## config.mk

```make
export PLATFORM = sky130hd
export DESIGN_NAME = alu_dispatch_unit
export DESIGN_NICKNAME = d
export VERILOG_FILES = /design/src/rtl/alu_dispatch_unit.sv
export SDC_FILE = /design/constraint.sdc
export NUM_CORES = 1
export LEC_CHECK = 0
export BUFFER_PORTS_ARGS = -buffer_cell sky130_fd_sc_hd__buf_2
export CAP_MARGIN = 25
export CORE_MARGIN = 8
export CORE_UTILIZATION = 40
export CTS_CLUSTER_SIZE = 28
export DETAILED_ROUTE_END_ITERATION = 12
export PLACE_DENSITY_LB_ADDON = 0.05
export SLEW_MARGIN = 10
export SYNTH_ARGS = -nofsm -noshare
export SYNTH_HDL_FRONTEND = slang
export SYNTH_SLANG_ARGS = --single-unit
```

## constraint.sdc

```tcl
create_clock -name CLK -period 2.95 [get_ports CLK]
set_input_delay 0.1475 -clock CLK [delete_from_list [all_inputs] [get_ports CLK]]
set_output_delay 0.1475 -clock CLK [all_outputs]
set_load 0.03 [all_outputs]
```

## src/rtl/alu_dispatch_unit.sv

```systemverilog
// -----------------------------------------------------------------------------
// alu_dispatch_unit
//
// Execute-stage controller placed directly upstream of an 8-bit combinational
// ALU. It accepts one 19-bit instruction at a time over a valid/ready
// handshake and reads its operands from an internal 8x8 register file. It
// drives the ALU SEL/A/B inputs, captures the ALU result and writes it back to
// the register file. The unary ops (inc/dec/shl/shr/not) are computed locally
// from the registered A operand, so the ALU only ever sees binary work.
//
// Instruction word:
//   [18]    imm flag (B operand = imm8 when set, reg[rt] otherwise)
//   [17:14] op
//   [13:11] rd
//   [10:8]  rs
//   [7:0]   imm8, or {5'bx, rt} when imm=0
//
// Ports:
//   CLK       in   1   clock, all state changes on posedge
//   RST       in   1   synchronous active-high reset
//   IN_VALID  in   1   INSTR valid
//   IN_READY  out  1   block can accept an instruction (IDLE only)
//   INSTR     in   19  instruction word
//   ALU_SEL   out  5   ALU operation select
//   ALU_A     out  8   ALU operand A
//   ALU_B     out  8   ALU operand B
//   ALU_C     in   8   ALU result
//   WB_VALID  out  1   one-cycle writeback strobe
//   WB_ADDR   out  3   destination register of the writeback
//   WB_DATA   out  8   value written
//   DIV0_ERR  out  1   pulses with WB_VALID on a divide by zero
//   RD_ADDR   in   3   debug read address
//   RD_DATA   out  8   combinational regfile[RD_ADDR]
//   ZERO      out  1   registered (WB_DATA == 0) flag, present only when
//                      ALU_ZFLAG_EN is defined
//
// Build option:
//   ALU_ZFLAG_EN  when defined, adds the ZERO output and its flag register.
//
// Parameters:
//   REG_RESET    value loaded into every register-file entry on reset
//   DIV0_RESULT  value written back for a divide whose B operand is zero
//
// Timing: accept at edge N, operands registered at edge N+1, result written
// at edge N+2 so WB_* is visible in the cycle following EXEC. One
// instruction per three cycles.
// -----------------------------------------------------------------------------
module alu_dispatch_unit #(
  parameter logic [7:0] REG_RESET   = 8'h00,
  parameter logic [7:0] DIV0_RESULT = 8'hFF
) (
  input  logic        CLK,
  input  logic        RST,
  input  logic        IN_VALID,
  output logic        IN_READY,
  input  logic [18:0] INSTR,
  output logic [4:0]  ALU_SEL,
  output logic [7:0]  ALU_A,
  output logic [7:0]  ALU_B,
  input  logic [7:0]  ALU_C,
  output logic        WB_VALID,
  output logic [2:0]  WB_ADDR,
  output logic [7:0]  WB_DATA,
  output logic        DIV0_ERR,
  input  logic [2:0]  RD_ADDR,
  output logic [7:0]  RD_DATA
`ifdef ALU_ZFLAG_EN
  ,
  output logic        ZERO
`endif
);

  // State table
  //   state  | meaning
  //   S_IDLE | ready for a new instruction
  //   S_READ | operands read from regfile into ALU_A/ALU_B/ALU_SEL
  //   S_EXEC | ALU (or local unit) result valid, written at end of cycle
  typedef enum logic [1:0] {
    S_IDLE = 2'd0,
    S_READ = 2'd1,
    S_EXEC = 2'd2
  } state_t;

  localparam logic [3:0] OP_DIV = 4'b0011;
  localparam logic [3:0] OP_INC = 4'b0100;
  localparam logic [3:0] OP_DEC = 4'b0101;
  localparam logic [3:0] OP_SHL = 4'b0110;
  localparam logic [3:0] OP_SHR = 4'b0111;
  localparam logic [3:0] OP_NOT = 4'b1011;

  state_t      state;
  state_t      state_nxt;
  logic        accept;
  logic        wb_fire;

  logic [18:0] instr_q;
  logic [7:0]  regs [8];

  logic        ins_imm;
  logic [3:0]  ins_op;
  logic [2:0]  ins_rd;
  logic [2:0]  ins_rs;
  logic [2:0]  ins_rt;
  logic [7:0]  ins_imm8;

  logic        op_local;
  logic        op_div0;
  logic [7:0]  local_res;
  logic [7:0]  exec_res;

  function automatic logic is_local_op(input logic [3:0] op);
    return (op == OP_INC) || (op == OP_DEC) || (op == OP_SHL) ||
           (op == OP_SHR) || (op == OP_NOT);
  endfunction

  // ---------------------------------------------------------------------------
  // Instruction field decode (from the latched word)
  // ---------------------------------------------------------------------------
  assign ins_imm  = instr_q[18];
  assign ins_op   = instr_q[17:14];
  assign ins_rd   = instr_q[13:11];
  assign ins_rs   = instr_q[10:8];
  assign ins_rt   = instr_q[2:0];
  assign ins_imm8 = instr_q[7:0];

  assign op_local = is_local_op(ins_op);

  // ---------------------------------------------------------------------------
  // FSM: state register
  // ---------------------------------------------------------------------------
  always_ff @(posedge CLK) begin
    if (RST) begin
      state <= S_IDLE;
    end else begin
      state <= state_nxt;
    end
  end

  // ---------------------------------------------------------------------------
  // FSM: next state and control outputs
  // ---------------------------------------------------------------------------
  always_comb begin
    state_nxt = state;
    IN_READY  = 1'b0;
    accept    = 1'b0;
    wb_fire   = 1'b0;
    case (state)
      S_IDLE: begin
        IN_READY = 1'b1;
        if (IN_VALID) begin
          accept    = 1'b1;
          state_nxt = S_READ;
        end
      end
      S_READ: begin
        state_nxt = S_EXEC;
      end
      S_EXEC: begin
        wb_fire   = 1'b1;
        state_nxt = S_IDLE;
      end
      default: begin
        state_nxt = S_IDLE;
      end
    endcase
  end

  // ---------------------------------------------------------------------------
  // Instruction latch. Upstream holds INSTR until accepted, so capturing it
  // once on accept is enough; later IN_VALID pulses outside IDLE are ignored.
  // ---------------------------------------------------------------------------
  always_ff @(posedge CLK) begin
    if (RST) begin
      instr_q <= '0;
    end else if (accept) begin
      instr_q <= INSTR;
    end
  end

  // ---------------------------------------------------------------------------
  // Operand registers driving the ALU. Local ops present SEL=0 so the ALU
  // sees a harmless add whose result is never used.
  // ---------------------------------------------------------------------------
  always_ff @(posedge CLK) begin
    if (RST) begin
      ALU_SEL <= '0;
      ALU_A   <= '0;
      ALU_B   <= '0;
    end else if (state == S_READ) begin
      ALU_SEL <= op_local ? 5'b00000 : {1'b0, ins_op};
      ALU_A   <= regs[ins_rs];
      ALU_B   <= ins_imm ? ins_imm8 : regs[ins_rt];
    end
  end

  // ---------------------------------------------------------------------------
  // Execute: local unary unit and result selection
  // ---------------------------------------------------------------------------
  always_comb begin
    local_res = ALU_A;
    case (ins_op)
      OP_INC:  local_res = ALU_A + 8'd1;
      OP_DEC:  local_res = ALU_A - 8'd1;
      OP_SHL:  local_res = {ALU_A[6:0], 1'b0};
      OP_SHR:  local_res = {1'b0, ALU_A[7:1]};
      OP_NOT:  local_res = ~ALU_A;
      default: local_res = ALU_A;
    endcase
  end

  // Divide by zero substitutes a fixed value; whatever the ALU returns is
  // discarded in that case.
  assign op_div0 = (ins_op == OP_DIV) && (ALU_B == 8'h00);

  always_comb begin
    exec_res = ALU_C;
    if (op_local) begin
      exec_res = local_res;
    end else if (op_div0) begin
      exec_res = DIV0_RESULT;
    end
  end

  // ---------------------------------------------------------------------------
  // Register file. The write lands at the edge ending EXEC, after the READ of
  // the same instruction, so rd==rs needs no special handling.
  // ---------------------------------------------------------------------------
  always_ff @(posedge CLK) begin
    if (RST) begin
      for (int i = 0; i < 8; i++) begin
        regs[i] <= REG_RESET;
      end
    end else if (wb_fire) begin
      regs[ins_rd] <= exec_res;
    end
  end

  assign RD_DATA = regs[RD_ADDR];

  // ---------------------------------------------------------------------------
  // Writeback report. WB_ADDR/WB_DATA hold their last value between strobes.
  // ---------------------------------------------------------------------------
  always_ff @(posedge CLK) begin
    if (RST) begin
      WB_VALID <= 1'b0;
      WB_ADDR  <= '0;
      WB_DATA  <= '0;
      DIV0_ERR <= 1'b0;
    end else begin
      WB_VALID <= wb_fire;
      DIV0_ERR <= wb_fire && op_div0;
      if (wb_fire) begin
        WB_ADDR <= ins_rd;
        WB_DATA <= exec_res;
      end
    end
  end

`ifdef ALU_ZFLAG_EN
  // Zero flag tracks the most recent writeback and holds in between.
  always_ff @(posedge CLK) begin
    if (RST) begin
      ZERO <= 1'b0;
    end else if (wb_fire) begin
      ZERO <= (exec_res == 8'h00);
    end
  end
`endif

endmodule
```

==> results of run 1 <==
[state kept, by name (all words and copies together) (netlist names), named ones only]
register / cells
WB_ADDR: 3
instr_q: 19
ALU_SEL: 4
WB_DATA: 8
ALU_A: 8
WB_VALID: 1
regs: 64
state: 2
ALU_B: 8
DIV0_ERR: 1
[cells by family after synthesis]
logic type      after synthesis
fa+ha+maj                     1
mux                          76
other cells                   1
flops                       121
buf+inv                      52
compound gates              106
xor+xnor                      1
simple gates                238
[per-stage QoR]
stage,instance area [µm²],instances
2_1_floorplan,6570,596
3_3_place_gp,7170,862
3_5_place_dp,7170,862
4_1_cts,7900,910
5_1_grt,7900,910
6_report,7900,910
[report_power, final]
part           switching (mW)  internal (mW)  total [mW]
Clock                   0.766           1.23        1.99
Combinational           0.368          0.266       0.633
Sequential             0.0951           1.84        1.94
[critical path, cell delays in order (launching register included)]
cell,delay [ps]
dfxtp_1,480
and4bb_4,320
xor2_1,170
ha_1,290
nor3b_2,90
a2bb2oi_1,240
mux2i_1,140
o22ai_2,340
nor2_1,80
[cells in the mapped netlist, types with 2 or more instances]
library cell / number
nand3b_1: 5
buf_1: 9
o21ai_0: 9
buf_4: 6
a211oi_1: 9
nor2_1: 79
a21oi_1: 49
and4b_1: 2
o221ai_1: 3
nor2b_1: 5
clkbuf_1: 21
nor3b_2: 2
mux4_2: 48
mux2i_1: 19
o22ai_2: 3
o211ai_2: 2
buf_2: 14
edfxtp_1: 64
nor3_1: 4
nand4_1: 4
nand3_1: 11
nor4_1: 2
nor3b_1: 2
dfxtp_1: 57
o21ai_1: 13
o21bai_1: 2
nor4bb_1: 2
mux2_2: 9
nand2_1: 90
nand2b_1: 15
a22oi_1: 2
[cell usage in the layout, fill, tap and decap left out, types with 2 or more instances in the layout]
| master | n |
|---|---|
| a211oi_1 | 9 |
| a21oi_1 | 49 |
| a22oi_1 | 2 |
| and4b_1 | 2 |
| buf_2 | 74 |
| buf_4 | 22 |
| clkbuf_16 | 19 |
| clkbuf_8 | 2 |
| clkinv_2 | 3 |
| clkinv_4 | 2 |
| clkinvlp_4 | 3 |
| dfxtp_1 | 57 |
| dlygate4sd3_1 | 16 |
| edfxtp_1 | 64 |
| mux2_2 | 9 |
| mux2i_1 | 19 |
| mux4_2 | 48 |
| nand2_1 | 90 |
| nand2b_1 | 15 |
| nand3_1 | 11 |
| nand3b_1 | 5 |
| nand4_1 | 4 |
| nor2_1 | 79 |
| nor2b_1 | 4 |
| nor2b_2 | 2 |
| nor3_1 | 4 |
| nor3b_1 | 2 |
| nor3b_2 | 2 |
| nor4_1 | 2 |
| nor4bb_1 | 2 |
| o211ai_2 | 2 |
| o21ai_0 | 9 |
| o21ai_1 | 13 |
| o21bai_1 | 2 |
| o221ai_1 | 3 |
| o22ai_2 | 3 |
[layout make-up]
cell class / count / share of cell area
Multi-Input combinational cell: 423 / 0.414
Sequential cell: 121 / 0.388
Timing Repair Buffer: 113 / 0.0906
Clock buffer: 23 / 0.0651
Tap cell: 220 / 0.0348
Clock inverter: 9 / 0.00776
Inverter: 1 / 0.000475
[routing by layer]
layer  vias up  GRT usage  part of all wire
li1       2366          -                 -
met1      2516      0.251              0.41
met2       184      0.359              0.51
met3        30     0.0423             0.063
met4         0     0.0570             0.018
met5         -          0                 0
[final timing paths]
path | start | to | slack (ps) | cells after the start
worst max-delay path | instr_q[16] | regs[6][4] | 540 | 8
worst min-delay path | INSTR[2] | instr_q[2] | 9 | 3
worst max register to register | instr_q[16] | regs[6][4] | 540 | 8
worst min register to register | ALU_SEL[2] | ALU_SEL[2] | 450 | 2
[timing repair]
action / CTS / global route
endpoints found under the hold margin: 18 / 0
buffers inserted: 0 / 0
hold buffers: 16 / 0
==> summary.txt, run 1 <==
Synth
  • Main combinational cell family by area after synthesis: multiplexers
  • Mux contribution to synthesized area: 0.209
  • EDFF count, synth: 64
  • Synth Area in Simple Gates: 0.177
  • Top cells by area, synth: edfxtp_1 29%, dfxtp_1 17%, mux4_2 16%
  • FFs w/ async S/R, synth: 0
  • Flops & latches, synth: between 100 and 150
  • Adder-cell share of the synthesized area: 0.00191
  • Sequential share of the synthesized area: 0.466
  • Compound-Gate Fraction of Synth Area: 0.108
  • Synth Instances: roughly 600
  • Synth cell types: 65
  • Post-Synth XOR/XNOR Area: 0.00133
  • Primary FF master, synth: edfxtp_1
  • Synth Net Count: between 600 and 700
  • Synth Cell Area: roughly 0.0066 mm²
  • Area leader, netlist: edfxtp_1
  • Synth Warn #: 0
  • Post-synth top area share: 0.293
  • Syn Area/Cell: around 11 µm²

Floorplanning
  • Die Wd: about 140 µm
  • Die Ht: 144 µm
  • Die footprint: just over 0.02 mm²
  • # rows: 47
  • Area of the core: ~0.016 mm²
  • Initial Util: 0.403
  • I/O Pins: 76

GRT
  • Grt ovf: 0
  • GRT Total Usage: 0.205
  • First-pass GRT wire length: ~31000 µm
  • Largest net degree at the start of global routing: 61
  • Initial antenna violation count: 0
  • Vias in the first global route: approximately 5k

Timing
  • WHS: about 9.0 ps
  • Final hold viol count: 0
  • Final Max Tran Viols: 0
  • RSZ-0062 raised after global routing: no
  • Final clock period utilization by the worst path: 0.816
  • Worst Slack Setup Final: ~540 ps
  • Slew @ Worst Pin: 760 ps
  • Slew headroom: 0.490
  • Clk_skew: roughly 11 ps
  • Min cycle time layout: roughly 2400 ps
  • Setup TNS: 0 ps
  • Fmax: between 400 and 500 MHz
  • Final setup fails: 0

Finish
  • Layout cells sized above 1: 0.304
  • Layout area overhead: 20.4%
  • FF+latch area: between 0.003 and 0.004 mm²
  • Area taken by multi-input logic gates: 0.00327 mm²
  • Final core occ: 0.485
  • Fin nets: 711
  • Fill cells: 1508
  • Antenna diode count: 0

CTS
  • Max clock buf depth: 2
  • Num CTS Buffers: 17
  • Clock Sinks: approximately 120
  • Clk slew on worst S/H paths: ~60 ps
  • H-tree depth: 4
  • CTS root buffer: clkbuf_16
  • Clock latency on the worst-skew pair: between 400 and 500 ps
  • CTS tree: yes
  • PostCTS Resize Cnt: 0

Detailed routing
  • Initial DRC Count: 469
  • Drt total wl: 20400 µm
  • DR pass1 iterations: 5
  • DRT antenna net count: 0
  • Via density: between 5 and 6
  • Routed wire per std cell: 22.4 µm
  • Vias post-DR: 5096
  • DRC Markers: 0

Worst setup path
  • Critical path type: register to register
  • Arrival time worst endpoint: about 2600 ps
  • Crit path max fanout: 8
  • CP endpoint kind: register
  • WP data required: roughly 3100 ps
  • Worst Setup Start Kind: register

Worst hold path
  • Hold Crit Class: primary input to register

Placed design
  • Placer Congestion: approximately 0.84
  • Buffers on Ports: 74
  • Pre-CTS setup slack: approximately 570 ps
  • Final HPWL DP: 14400 µm

Pwr
  • Total Power: 4.56 mW
  • PD cells: 577 mW/mm²
  • Leakage: 2.88 nW
  • Max VDD drop: ~0.45 mV

Run status
  • Status: finished clean

Run
  • Max-cap violations: 0
(Power assumes the default switching activity.)
==> run 2, diff against run 1 <==
clock period = 2.5 ns   (was 2.95 ns; I/O delays follow)
==> run 2 against run 1 <==
Net effect: worst setup slack got worse by 330 ps; clock power rose by 18%; via count rose by 2.3%; sequential share of layout area fell by 0.38 points; first-iteration DRC count fell by 18%; critical endpoint is now regs[0][6]; highest routed layer unchanged.
==> summary.txt, run 2 (synthesis gave the netlist of run 1 again) <==
Floorplanning
  • Initial Util: 0.403
  • # rows: 47
  • Die Ht: around 140 µm
  • Area of the core: between 0.015 and 0.02 mm²
  • Die footprint: between 0.02 and 0.025 mm²
  • I/O Pins: 76
  • Die Wd: approximately 140 µm

Finish
  • FF+latch area: 0.00306 mm²
  • Post-Layout Cell Count: 920
  • Antenna diode count: 0
  • Fin nets: 722
  • Commonest non-fill, non-tap cells in the layout: 90 x nand2_1, 79 x nor2_1, 74 x buf_2
  • Layout cells sized above 1: 0.306
  • Commonest non-fill, non-tap cell in the layout: nand2_1
  • Layout area overhead: 21.6%
  • Most flop-heavy register: regs
  • Fill cells: ~1.5k
  • Area taken by multi-input logic gates: about 0.0033 mm²
  • Max FFs per register: 64
  • Largest regs: regs x64, instr_q x19

Timing
  • Slew @ Worst Pin: about 720 ps
  • Final setup fails: 0
  • Setup TNS: 0 ps
  • Final clock period utilization by the worst path: 0.915
  • Fmax: 437 MHz
  • Min cycle time layout: between 2000 and 2500 ps
  • Clk_skew: roughly 11 ps
  • RSZ-0062 raised after global routing: no
  • Final Max Tran Viols: 0
  • Slew headroom: 0.519
  • Final hold viol count: 0

Placed design
  • Buffers on Ports: 74
  • Placed Cells: 870
  • Final HPWL DP: 14600 µm
  • Placer Congestion: ~0.84

GRT
  • GRT Total Usage: 0.207
  • First-pass GRT wire length: 31300 µm
  • Initial antenna violation count: 0
  • Grt ovf: 0
  • Vias in the first global route: 5213
  • Largest net degree at the start of global routing: 53

Run status
  • Status: finished clean

Worst setup path
  • Max incr delay on CP: roughly 420 ps
  • Worst Setup Start Kind: register
  • Worst reg2reg path startpoint: instr_q[17]
  • Crit path cell chain: and4bb_4 -> xor2_1 -> ha_1 -> nand2b_1 -> o211ai_1 -> o21ai_1 -> o22ai_2 -> nor2_1
  • CP endpoint kind: register
  • Slowest-stage cell, CP: o22ai_2
  • WP data required: ~2700 ps
  • Arrival time worst endpoint: around 2400 ps
  • Crit path max fanout: 8
  • Beginning of the critical path: instr_q[17]
  • Critical path type: register to register

CTS
  • CTS root buffer: clkbuf_16
  • Clock Sinks: between 100 and 150
  • Num CTS Buffers: 17
  • Clk slew on worst S/H paths: 60 ps
  • CTS tree: yes
  • H-tree depth: 4
  • PostCTS Resize Cnt: 0
  • Clock latency on the worst-skew pair: between 400 and 500 ps
  • Max clock buf depth: 2

Run
  • Max-cap violations: 0

Pwr
  • Max VDD drop: 0.461 mV
  • Leakage: around 3 nW
  • PD cells: a little under 700 mW/mm²

Detailed routing
  • DRT antenna net count: 0
  • Initial DRC Count: ~390
  • DRC Markers: 0
  • Routed wire per std cell: ~23 µm
  • Vias post-DR: ~5.2k
  • Via density: roughly 5.7
  • DR pass1 iterations: 5
  • Drt total wl: 21000 µm

Worst hold path
  • Worst hold path startpoint: ALU_C[4]
  • Hold Crit Class: primary input to register
run 2: changes by cell type in the layout (fill, tap and decap cells not counted), sizes merged:
cell	delta
clkinv	-1
dlygate4sd3	+3
buf	+8
clkbuf	+3
clkinvlp	-3
run 2: worst paths after layout:
path	depth (start not counted)	slack, ps	end
setup / recovery	8	210	regs[0][6]
hold / removal	3	110	WB_DATA[4]
setup reg to reg	8	210	regs[0][6]
hold reg to reg	2	450	ALU_SEL[0]
run 2: layer usage:
metal	share of wire	global-route usage	wire length, µm	vias up
met4	0.025	0.0808	522	0
met5	0	0	0	-
met1	0.41	0.251	8690	2619
met3	0.064	0.0446	1340	30
li1	-	-	-	2388
met2	0.50	0.353	10400	176
run 2: layout make-up:
class                      count  area share
tap                          220      0.0345
inverter                       1    0.000470
clock inverter                 5     0.00408
timing repair buffer         124       0.101
clock buffer                  26      0.0666
multi-input combinational    423       0.410
sequential                   121       0.384
run 2: where the power goes:
part	total, mW	internal, mW	switching (mW)
Combinational	0.794	0.329	0.465
Sequential	2.27	2.17	0.0939
Clock	2.34	1.46	0.883
run 2: worst max-delay path, delay by kind of cell, from the launching register on:
| family | cells | cell delay (ps) |
|---|---|---|
| and+or+nand+nor | 3 | 570 |
| DFF | 1 | 300 |
| xor gates and xnor gates | 1 | 160 |
| adders and majority gates | 1 | 290 |
| AOI/OAI and AO/OA | 3 | 700 |
run 2: what timing repair did:
item	4_1_cts	5_1_grt
setup endpoints to repair	0	0
endpoints found under the hold margin	22	0
setup buffers	0	0
hold buffers	19	0
run 2: metrics by stage:
step | hold slack [ps] | cell area [µm²] | total power [mW] | setup slack [ps] | util
2_1_floorplan | 261 | 6570 | 2.81 | 388 | -
3_3_place_gp | 368 | 7230 | 3.07 | 297 | 0.444
3_5_place_dp | 374 | 7230 | 3.08 | 262 | 0.444
4_1_cts | 109 | 7980 | 5.42 | 233 | 0.490
5_1_grt | 135 | 7980 | 5.58 | 59.7 | 0.490
6_report | 113 | 7980 | 5.40 | 211 | 0.490
==> run 3, diff against run 2 <==
CORE_MARGIN = default   (was 8)
==> run 3 against run 2 <==
Net effect: hold slack worse by 8.5 ps; maximum frequency up 2.1%; via count down 0.42%; count of clock-buffer cells in the layout down 4; non-clock buffer count unchanged; largest cell class unchanged; highest routed layer unchanged.
==> summary.txt, run 3 (synthesis gave the netlist of run 1 again) <==
Run status
  • Status: finished clean

Worst hold path
  • Hold Crit Class: primary input to register

Timing
  • Final setup fails: 0
  • Final clock period utilization by the worst path: 0.897
  • Slew @ Worst Pin: around 750 ps
  • Setup TNS: 0 ps
  • Final Max Tran Viols: 0
  • RSZ-0062 raised after global routing: no
  • Final hold viol count: 0
  • Clk_skew: about 6.6 ps
  • Min cycle time layout: 2240 ps
  • Slew headroom: 0.496
  • Fmax: ~450 MHz

Finish
  • Final instance area: 0.00799 mm²
  • Layout cells sized above 1: 0.312
  • Max FFs per register: between 60 and 70
  • Largest regs: regs x64, instr_q x19
  • Layout area overhead: 21.7%
  • Fin nets: slightly above 700
  • Commonest non-fill, non-tap cells in the layout: 90 x nand2_1, 79 x nor2_1, 74 x buf_2
  • Antenna diode count: 0
  • Most flop-heavy register: regs
  • Commonest non-fill, non-tap cell in the layout: nand2_1

CTS
  • Clk slew on worst S/H paths: around 60 ps
  • Num CTS Buffers: 17
  • Setup bufs post-CTS: 0
  • Clock Sinks: 121
  • Max clock buf depth: 2
  • Clock latency on the worst-skew pair: around 420 ps
  • CTS root buffer: clkbuf_16
  • H-tree depth: 4
  • CTS tree: yes

Detailed routing
  • Routed wire per std cell: between 20 and 25 µm
  • Drt total wl: 20300 µm
  • Initial DRC Count: between 400 and 500
  • Via density: about 5.7
  • Vias post-DR: about 5.2k
  • DR pass1 iterations: 6
  • DRC Markers: 0
  • DRT antenna net count: 0

Run
  • Max-cap violations: 0

Worst setup path
  • WP data required: between 2000 and 3000 ps
  • CP endpoint kind: register
  • Worst Setup Start Kind: register
  • Critical path type: register to register
  • Arrival time worst endpoint: roughly 2400 ps
  • Crit path max fanout: 8

GRT
  • Initial antenna violation count: 0
  • Grt ovf: 0
  • GR Layer Usage met3: 0.0562
  • Met1 usage: 0.318
  • First-pass GRT wire length: just over 30000 µm
  • Met2 GRT Util: 0.429
  • Largest net degree at the start of global routing: 61
  • Layer with the highest usage: met2
  • Vias in the first global route: about 5.0k
  • GRT Total Usage: 0.255

Pwr
  • PD cells: ~700 mW/mm²
  • Max VDD drop: ~0.52 mV
  • Leakage: 2.95 nW

Floorplanning
  • Die footprint: 0.0169 mm²
  • # rows: 46
  • Die Ht: 130 µm
  • Die Wd: ~130 µm
  • I/O Pins: 76
  • Initial Util: 0.412
  • Area of the core: ~0.016 mm²

Placed design
  • Placer Congestion: ~0.82
  • Final HPWL DP: approximately 14000 µm
  • Buffers on Ports: 74
  • Placed instance area: 0.00721 mm²
-- run 3: cell count changes in the layout (fill, tap and decap cells not counted), sizes merged --
cell	previous run	this run
inv	2	4
clkbuf	26	22
clkinv	4	6
bufinv	0	1
-- run 3: layout make-up --
type                    instances  area (µm²)
flip-flops and latches        121        3060
clock inverters                10        86.3
clock buffers                  22         505
fillers                      1509        7950
well taps                     216         270
repair buffers                124         793
inverters                       1        3.75
multi-input cells             423        3270
-- run 3: path summary, 6_finish.rpt --
path               startpoint         end  slack, ps  depth (start not counted)
setup / recovery  instr_q[17]  regs[6][4]        260                          8
setup reg to reg  instr_q[17]  regs[6][4]        260                          8
hold reg to reg    ALU_SEL[3]  ALU_SEL[3]        450                          2
hold / removal       ALU_C[6]  WB_DATA[6]        100                          3
-- run 3: per-stage QoR --
step	instances	power, mW	setup WS (ps)	hold WS [ps]	utilization
3_5_place_dp	866	3.07	254	376	0.452
6_report	917	5.50	258	104	0.501
2_1_floorplan	596	2.81	388	261	-
4_1_cts	917	5.53	230	99.4	0.501
5_1_grt	917	5.68	39.2	135	0.501
3_3_place_gp	866	3.06	303	365	0.452
-- run 3: repair_timing --
| item | CTS | global route |
|---|---|---|
| hold buffers | 19 | 0 |
| hold endpoints to repair | 22 | 0 |
| gates resized for setup | 0 | 0 |
-- run 3: layer usage --
layer | part of all wire | wire length (µm)
met1 | 0.41 | 8270
met2 | 0.50 | 10100
met3 | 0.072 | 1460
met4 | 0.025 | 509
met5 | 0 | 0
-- run 3: power by group --
group | switching (mW) | internal [mW]
logic | 0.463 | 0.326
registers | 0.0931 | 2.17
clock network | 0.922 | 1.53
total | 1.48 | 4.03
-- run 3: worst max-delay path, stage by stage (launching register included) --
cell       delay (ps)
dfxtp_1           300
and4bb_4          370
xor2_1            160
ha_1              290
nor3b_2            90
a2bb2oi_1         200
mux2i_1           130
o22ai_2           360
nor2_1             90
